## src/rtl/keyboard_sync_fifo_flex_if.sv

```systemverilog
// Bus bundle for keyboard_sync_fifo_flex: control, thresholds, write/read ports and status.
// The master drives requests; the slave (the FIFO) drives data and status.
interface keyboard_sync_fifo_flex_if #(
  parameter int N   = 16,
  parameter int D_N = 4
);
  logic           iREMOVE;
  logic           iERR_CLEAR;
  logic [D_N:0]   iAF_THRESH;
  logic [D_N:0]   iAE_THRESH;
  logic           iWR_EN;
  logic [N-1:0]   iWR_DATA;
  logic           iRD_EN;
  logic [N-1:0]   oRD_DATA;
  logic [D_N:0]   oCOUNT;
  logic           oWR_FULL;
  logic           oWR_ALMOST_FULL;
  logic           oRD_EMPTY;
  logic           oRD_ALMOST_EMPTY;
  logic           oOVERFLOW;
  logic           oUNDERFLOW;
  logic [7:0]     oDROP_COUNT;

  modport master (
    output iREMOVE, iERR_CLEAR, iAF_THRESH, iAE_THRESH, iWR_EN, iWR_DATA, iRD_EN,
    input  oRD_DATA, oCOUNT, oWR_FULL, oWR_ALMOST_FULL, oRD_EMPTY, oRD_ALMOST_EMPTY,
           oOVERFLOW, oUNDERFLOW, oDROP_COUNT
  );

  modport slave (
    input  iREMOVE, iERR_CLEAR, iAF_THRESH, iAE_THRESH, iWR_EN, iWR_DATA, iRD_EN,
    output oRD_DATA, oCOUNT, oWR_FULL, oWR_ALMOST_FULL, oRD_EMPTY, oRD_ALMOST_EMPTY,
           oOVERFLOW, oUNDERFLOW, oDROP_COUNT
  );
endinterface

```

## src/rtl/keyboard_sync_fifo_flex.sv

```systemverilog
// Single-clock show-ahead FIFO with occupancy count, run-time thresholds, selectable
// overflow policy, sticky error flags and a saturating dropped-entry counter.
module keyboard_sync_fifo_flex #(
  parameter int N         = 16,
  parameter int DEPTH     = 16,
  parameter int D_N       = 4,
  parameter bit OVERWRITE = 1'b0
) (
  input  logic                    iCLOCK,
  input  logic                    inRESET,
  keyboard_sync_fifo_flex_if.slave bus
);

  localparam logic [D_N:0] DEPTH_C = (D_N+1)'(DEPTH);

  logic [N-1:0] mem_q [DEPTH];
  logic [D_N:0] wp_q, wp_d, rp_q, rp_d;
  logic         ovf_q, ovf_d, unf_q, unf_d;
  logic [7:0]   drop_q, drop_d;
  logic [D_N:0] count;
  logic         full, empty, mem_we, ovf_evt, unf_evt;

  assign count = wp_q - rp_q;
  assign full  = (count == DEPTH_C);
  assign empty = (count == '0);

  always_comb begin
    wp_d    = wp_q;
    rp_d    = rp_q;
    mem_we  = 1'b0;
    ovf_evt = 1'b0;
    unf_evt = 1'b0;
    if (bus.iREMOVE) begin
      wp_d = '0;
      rp_d = '0;
    end else begin
      if (bus.iRD_EN) begin
        if (!empty) rp_d = rp_q + 1'b1;
        else        unf_evt = 1'b1;
      end
      // A pop on a full FIFO frees the slot the concurrent write lands in.
      if (bus.iWR_EN) begin
        if (!full || bus.iRD_EN) begin
          mem_we = 1'b1;
          wp_d   = wp_q + 1'b1;
        end else begin
          ovf_evt = 1'b1;
          if (OVERWRITE) begin
            mem_we = 1'b1;
            wp_d   = wp_q + 1'b1;
            rp_d   = rp_q + 1'b1;
          end
        end
      end
    end
  end

  // A new error event outranks a simultaneous clear.
  always_comb begin
    ovf_d  = ovf_evt | (ovf_q & ~bus.iERR_CLEAR);
    unf_d  = unf_evt | (unf_q & ~bus.iERR_CLEAR);
    drop_d = bus.iERR_CLEAR ? 8'd0 : drop_q;
    if (ovf_evt && (drop_d != 8'hFF)) drop_d = drop_d + 8'd1;
  end

  always_ff @(posedge iCLOCK or negedge inRESET) begin
    if (!inRESET) begin
      wp_q   <= '0;
      rp_q   <= '0;
      ovf_q  <= 1'b0;
      unf_q  <= 1'b0;
      drop_q <= 8'd0;
    end else begin
      wp_q   <= wp_d;
      rp_q   <= rp_d;
      ovf_q  <= ovf_d;
      unf_q  <= unf_d;
      drop_q <= drop_d;
    end
  end

  always_ff @(posedge iCLOCK) begin
    if (mem_we) mem_q[wp_q[D_N-1:0]] <= bus.iWR_DATA;
  end

  assign bus.oRD_DATA         = mem_q[rp_q[D_N-1:0]];
  assign bus.oCOUNT           = count;
  assign bus.oWR_FULL         = full;
  assign bus.oRD_EMPTY        = empty;
  assign bus.oWR_ALMOST_FULL  = (count >= bus.iAF_THRESH);
  assign bus.oRD_ALMOST_EMPTY = (count <= bus.iAE_THRESH);
  assign bus.oOVERFLOW        = ovf_q;
  assign bus.oUNDERFLOW       = unf_q;
  assign bus.oDROP_COUNT      = drop_q;

endmodule

```

## src/flat_wrapper.sv

```systemverilog
// flat-port wrapper written by rule: the top's interface ports become plain ports
module keyboard_sync_fifo_flex_flat 
#(
  parameter int N         = 16,
  parameter int DEPTH     = 16,
  parameter int D_N       = 4,
  parameter bit OVERWRITE = 1'b0
)
  (iCLOCK, inRESET, bus_iREMOVE, bus_iERR_CLEAR, bus_iAF_THRESH, bus_iAE_THRESH, bus_iWR_EN, bus_iWR_DATA, bus_iRD_EN, bus_oRD_DATA, bus_oCOUNT, bus_oWR_FULL, bus_oWR_ALMOST_FULL, bus_oRD_EMPTY, bus_oRD_ALMOST_EMPTY, bus_oOVERFLOW, bus_oUNDERFLOW, bus_oDROP_COUNT);
  keyboard_sync_fifo_flex_if #(.N(N), .D_N(D_N)) bus_i ();
  input  logic iCLOCK;
  input  logic inRESET;
  input wire logic [$bits(bus_i.iREMOVE)-1:0] bus_iREMOVE;
  input wire logic [$bits(bus_i.iERR_CLEAR)-1:0] bus_iERR_CLEAR;
  input wire logic [$bits(bus_i.iAF_THRESH)-1:0] bus_iAF_THRESH;
  input wire logic [$bits(bus_i.iAE_THRESH)-1:0] bus_iAE_THRESH;
  input wire logic [$bits(bus_i.iWR_EN)-1:0] bus_iWR_EN;
  input wire logic [$bits(bus_i.iWR_DATA)-1:0] bus_iWR_DATA;
  input wire logic [$bits(bus_i.iRD_EN)-1:0] bus_iRD_EN;
  output wire logic [$bits(bus_i.oRD_DATA)-1:0] bus_oRD_DATA;
  output wire logic [$bits(bus_i.oCOUNT)-1:0] bus_oCOUNT;
  output wire logic [$bits(bus_i.oWR_FULL)-1:0] bus_oWR_FULL;
  output wire logic [$bits(bus_i.oWR_ALMOST_FULL)-1:0] bus_oWR_ALMOST_FULL;
  output wire logic [$bits(bus_i.oRD_EMPTY)-1:0] bus_oRD_EMPTY;
  output wire logic [$bits(bus_i.oRD_ALMOST_EMPTY)-1:0] bus_oRD_ALMOST_EMPTY;
  output wire logic [$bits(bus_i.oOVERFLOW)-1:0] bus_oOVERFLOW;
  output wire logic [$bits(bus_i.oUNDERFLOW)-1:0] bus_oUNDERFLOW;
  output wire logic [$bits(bus_i.oDROP_COUNT)-1:0] bus_oDROP_COUNT;
  assign bus_i.iREMOVE = bus_iREMOVE;
  assign bus_i.iERR_CLEAR = bus_iERR_CLEAR;
  assign bus_i.iAF_THRESH = bus_iAF_THRESH;
  assign bus_i.iAE_THRESH = bus_iAE_THRESH;
  assign bus_i.iWR_EN = bus_iWR_EN;
  assign bus_i.iWR_DATA = bus_iWR_DATA;
  assign bus_i.iRD_EN = bus_iRD_EN;
  assign bus_oRD_DATA = bus_i.oRD_DATA;
  assign bus_oCOUNT = bus_i.oCOUNT;
  assign bus_oWR_FULL = bus_i.oWR_FULL;
  assign bus_oWR_ALMOST_FULL = bus_i.oWR_ALMOST_FULL;
  assign bus_oRD_EMPTY = bus_i.oRD_EMPTY;
  assign bus_oRD_ALMOST_EMPTY = bus_i.oRD_ALMOST_EMPTY;
  assign bus_oOVERFLOW = bus_i.oOVERFLOW;
  assign bus_oUNDERFLOW = bus_i.oUNDERFLOW;
  assign bus_oDROP_COUNT = bus_i.oDROP_COUNT;
  keyboard_sync_fifo_flex #(.N(N), .DEPTH(DEPTH), .D_N(D_N), .OVERWRITE(OVERWRITE)) u_core (.iCLOCK(iCLOCK), .inRESET(inRESET), .bus(bus_i));
endmodule
```

## config.mk

```make
export PLATFORM = sky130hd
export DESIGN_NAME = keyboard_sync_fifo_flex_flat
export DESIGN_NICKNAME = d
export VERILOG_FILES = /design/src/rtl/keyboard_sync_fifo_flex_if.sv /design/src/rtl/keyboard_sync_fifo_flex.sv /design/src/flat_wrapper.sv
export SDC_FILE = /design/constraint.sdc
export NUM_CORES = 1
export LEC_CHECK = 0
export CAP_MARGIN = 5
export CORE_AREA = 3 3 155 157
export CTS_CLUSTER_DIAMETER = 200
export DETAILED_ROUTE_END_ITERATION = 8
export DIE_AREA = 0 0 158 160
export PLACE_DENSITY = 0.65
export SLEW_MARGIN = 20
export SYNTH_ARGS = -nofsm -noshare
export SYNTH_HDL_FRONTEND = slang
export SYNTH_SLANG_ARGS = --single-unit
```

## constraint.sdc

```tcl
create_clock -name iCLOCK -period 4.4 [get_ports iCLOCK]
set_clock_uncertainty 0.1 [all_clocks]
set_input_delay 0.44 -clock iCLOCK [delete_from_list [all_inputs] [get_ports iCLOCK]]
set_output_delay 0.44 -clock iCLOCK [all_outputs]
set_load 0.1 [all_outputs]
```

==> results by group <==
Status
  • Outcome: complete, no violations

Logic synthesis
  • Post-synthesis register bit count: 276
  • Synthesized net count: 686
  • Count of yosys warnings during synthesis: 0
  • Mean area per synthesized cell: 17.9 um^2
  • Most used flip-flop cell after synthesis: edfxtp_1
  • FFs w/ async S/R, synth: 0.0725
  • Post-synthesis sequential area ratio: 0.721
  • Synth cell types: 46
  • Post-synthesis cell count: 633
  • Post-synth EDFFs: 256
  • Post-synthesis cell area: 11400 um^2

Clock network
  • Total clock buffers created by CTS: 28
  • Root buffer cell: clkbuf_16
  • Num Clock Sinks: 276
  • CTS tree: built
  • Clock Latency Late Sink: 0.52 ns
  • Clock H-tree levels: 1
  • Clock Pin Slew Worst Setup and Hold Paths: 0.06 ns
  • CTS Buffer Depth: 3

Power
  • Power density normalized to cell area: 587 nW/um^2
  • Power share of the clock group: 0.289
  • Share of power burned in registers: 0.373
  • Combinational Power Share: 0.338
  • Power, Total: 7.88 mW
  • P_int: 5.16 mW
  • Maximum resistive drop on vdd: 0.000575 V
  • Total net switching power: 2.72 mW
  • Static Leak: 4.63 nW
  • Fraction of power spent switching nets: 0.345

Setup path
  • CP delay by family, top: simple AND/OR/NAND/NOR gates
  • Critical R2R Launch: u_core.wp_q[0]
  • Startpoint kind of the worst setup timing path: flop
  • Type of the setup path with the least slack: flop to output pin
  • Depth of the worst register-to-register path: 10
  • Arrival time at the worst endpoint: 3.48 ns
  • CP Data Required Time: 3.86 ns
  • R2R setup slack: 0.66 ns
  • Top fanout value on the critical path: 5
  • Critical path's largest stage delay: 0.47 ns
  • Number of buffers and inverters on the critical path: 3
  • Capturing point of the worst reg2reg path: u_core.mem_q[15][10]
  • Cells traversed along the worst timing path: inv_1, ha_1, inv_1, fa_1, and3_1, or3_1, and2_2, ha_1, nand2_1, o22ai_4, buf_12
  • Critical path's slowest cell: fa_1
  • Worst setup EP type: output pin

Die
  • Top-Level Pins: 67
  • Placeable core area: 22600 um^2
  • FP Rows: 55
  • Die Width: 158 um
  • Total die area: 25300 um^2
  • Starting utilization of the core area: 0.502
  • Die height: 160 um

Layout
  • Final Instance Area: 13400 um^2
  • Post-Route Utilization: 0.593
  • Number of nets in the layout: 777
  • P&R area growth vs syn: 18.2%
  • Ant. Diodes: 0
  • Layout cell share with drive strength beyond 1: 0.228

Drt
  • Vias post-DR: 6157
  • Post-Route WL: 24600 um
  • Count of antenna-violating nets left after detailed routing: 0
  • DR iter-0 viols: 519
  • Per-cell via count in the routed design: 5.97
  • Drt drc: 0
  • Number of search-and-repair iterations in the first detailed-routing pass: 4
  • DR WL/cell: 23.8 um

STA
  • Final hold vios: 0
  • F_max: 249 MHz
  • Final worst path period need: 4.02 ns
  • Final setup TNS: 0 ns
  • Final critical-path setup slack: 0.383 ns
  • Worst Tran Pin Value: 0.975 ns
  • Slew margin rel.: 0.348
  • Unrepaired setup endpoints after global routing: false
  • Max Slew Vio Count: 0
  • Post-route fraction of the period consumed by the critical path: 0.913
  • Count of endpoints failing setup in the final report: 0

Placement
  • Final weighted congestion in routability-driven placement: 0.842
  • Final HPWL DP: 14800 um
  • Buffers added on ports: 66
  • Post-Place Worst Slack: 0.706 ns
  • Placed cell area: 12500 um^2

Global routing
  • GR Util All Layers: 0.199
  • Total gr overflow: 0
  • Pin count of the biggest net entering global routing: 53
  • Global-route wire length before repair: 38000 um
  • Number of antenna violations at the first check in global routing: 0
  • Via count of the first global-routing pass: 6402

Job
  • Number of violations of the max-capacitance limit: 0

Hold path
  • Classification of the worst-slack hold path: input pin to asynchronous set/reset pin
[synth_stat cells (all sizes together) (2+ instances only)]
library cell	instances	share of area
xor2	2	0.0022
edfxtp	256	0.68
xnor2	4	0.0031
a21oi	13	0.0057
a21o	5	0.0033
nand3b	3	0.0020
clkinv	2	0.00066
nand4	7	0.0039
and3	36	0.020
nor2	5	0.0017
a31oi	16	0.0088
mux2	2	0.0020
o31ai	2	0.0013
and2	3	0.0017
inv	21	0.0069
or4	2	0.0013
or3	7	0.0039
nand2	72	0.024
dfrtp	20	0.044
o21a	3	0.0020
mux2i	2	0.0018
buf	14	0.0057
nor2b	8	0.0044
mux4	64	0.13
ha	20	0.022
o21ai	8	0.0035
nand3	5	0.0022
clkbuf	15	0.0050
[area by class of cell]
cell class              instances  area [um^2]
clock inverters                20          185
multi-input cells             305         3010
clock buffers                  32          716
fillers                      1656         9210
flip-flops and latches        276         8190
well taps                     285          357
repair buffers                 90          878
inverters                      23         86.3
[cell usage in the layout, fill, tap and decap left out, types with 11 or more instances in the layout]
master           synthesis  routed
edfxtp_1               256     256
nand2_1                 72      72
mux4_2                  64      64
clkdlybuf4s50_1          0      41
buf_4                    0      39
and3_1                  36      36
clkbuf_16                0      28
inv_1                   21      21
ha_1                    20      20
dfrtp_1                 20      17
a31oi_1                 16      16
a21oi_1                 13      13
clkinv_2                 0      11
[flip-flops by register name, summed over array words and instances (netlist names)]
register,flops
u_core.wp_q,5
u_core.bus.oOVERFLOW,1
u_core.bus.oDROP_COUNT,8
u_core.bus.oUNDERFLOW,1
u_core.mem_q,256
u_core.rp_q,5
[layer usage]
metal | track usage | up-vias | part of all wire
met5 | 0 | - | 0
met2 | 0.330 | 219 | 0.50
met3 | 0.0363 | 44 | 0.059
met4 | 0.0528 | 0 | 0.024
met1 | 0.274 | 3192 | 0.42
li1 | - | 2702 | -
[worst max path at each step]
stage / start / end / slack [ns] / cells past startpoint
after floorplan: u_core.rp_q[2] / bus_oRD_ALMOST_EMPTY / 0.08 / 12
after global placement: u_core.rp_q[3] / u_core.mem_q[15][15] / 0.82 / 8
after detailed placement: u_core.wp_q[0] / u_core.mem_q[15][5] / 0.71 / 10
after CTS: u_core.rp_q[3] / bus_oRD_ALMOST_EMPTY / 0.35 / 9
after global routing: u_core.rp_q[3] / bus_oRD_ALMOST_EMPTY / 0.20 / 9
final: u_core.wp_q[0] / bus_oRD_ALMOST_EMPTY / 0.38 / 11
[power by group through the flow]
stage / sequential, mW / combinational [mW] / clock [mW]
after CTS: 2.94 / 2.70 / 2.33
final: 2.94 / 2.66 / 2.28
after floorplan: 3.03 / 1.94 / 0
after global routing: 2.94 / 2.81 / 2.44
after detailed placement: 2.99 / 2.69 / 0
after global placement: 2.99 / 2.67 / 0
[worst reg2reg max path, cell delays in order, from the launching register on]
cell	delay, ns
dfrtp_1	0.43
inv_1	0.14
ha_1	0.17
inv_1	0.05
fa_1	0.47
xor2_4	0.30
and4b_4	0.25
o2111a_2	0.36
nor3_2	0.56
and3_1	0.26
buf_4	0.31
[stage by stage]
step | std cells | hold slack (ns)
6_report | 1031 | 0.314
5_1_grt | 1031 | 0.377
4_1_cts | 1030 | 0.386
3_5_place_dp | 978 | 0.410
3_3_place_gp | 978 | 0.378
2_1_floorplan | 633 | 0.0444
[cells by family after synthesis]
| logic type | share of synthesized area |
|---|---|
| buffers and inverters | 0.0183 |
| AO/OA/AOI/OAI | 0.0319 |
| adder cells (fa/ha/maj) | 0.0238 |
| XOR/XNOR | 0.00529 |
| flip-flops | 0.721 |
| AND/OR/NAND/NOR | 0.0694 |
| multiplexers | 0.131 |
[what timing repair did]
action                                 CTS  global route
hold buffers                             0             1
endpoints found under the hold margin    0            20
resized for setup                        0             0
buffers inserted                         0             0
Note: power is estimated with default switching activity, not from simulation.
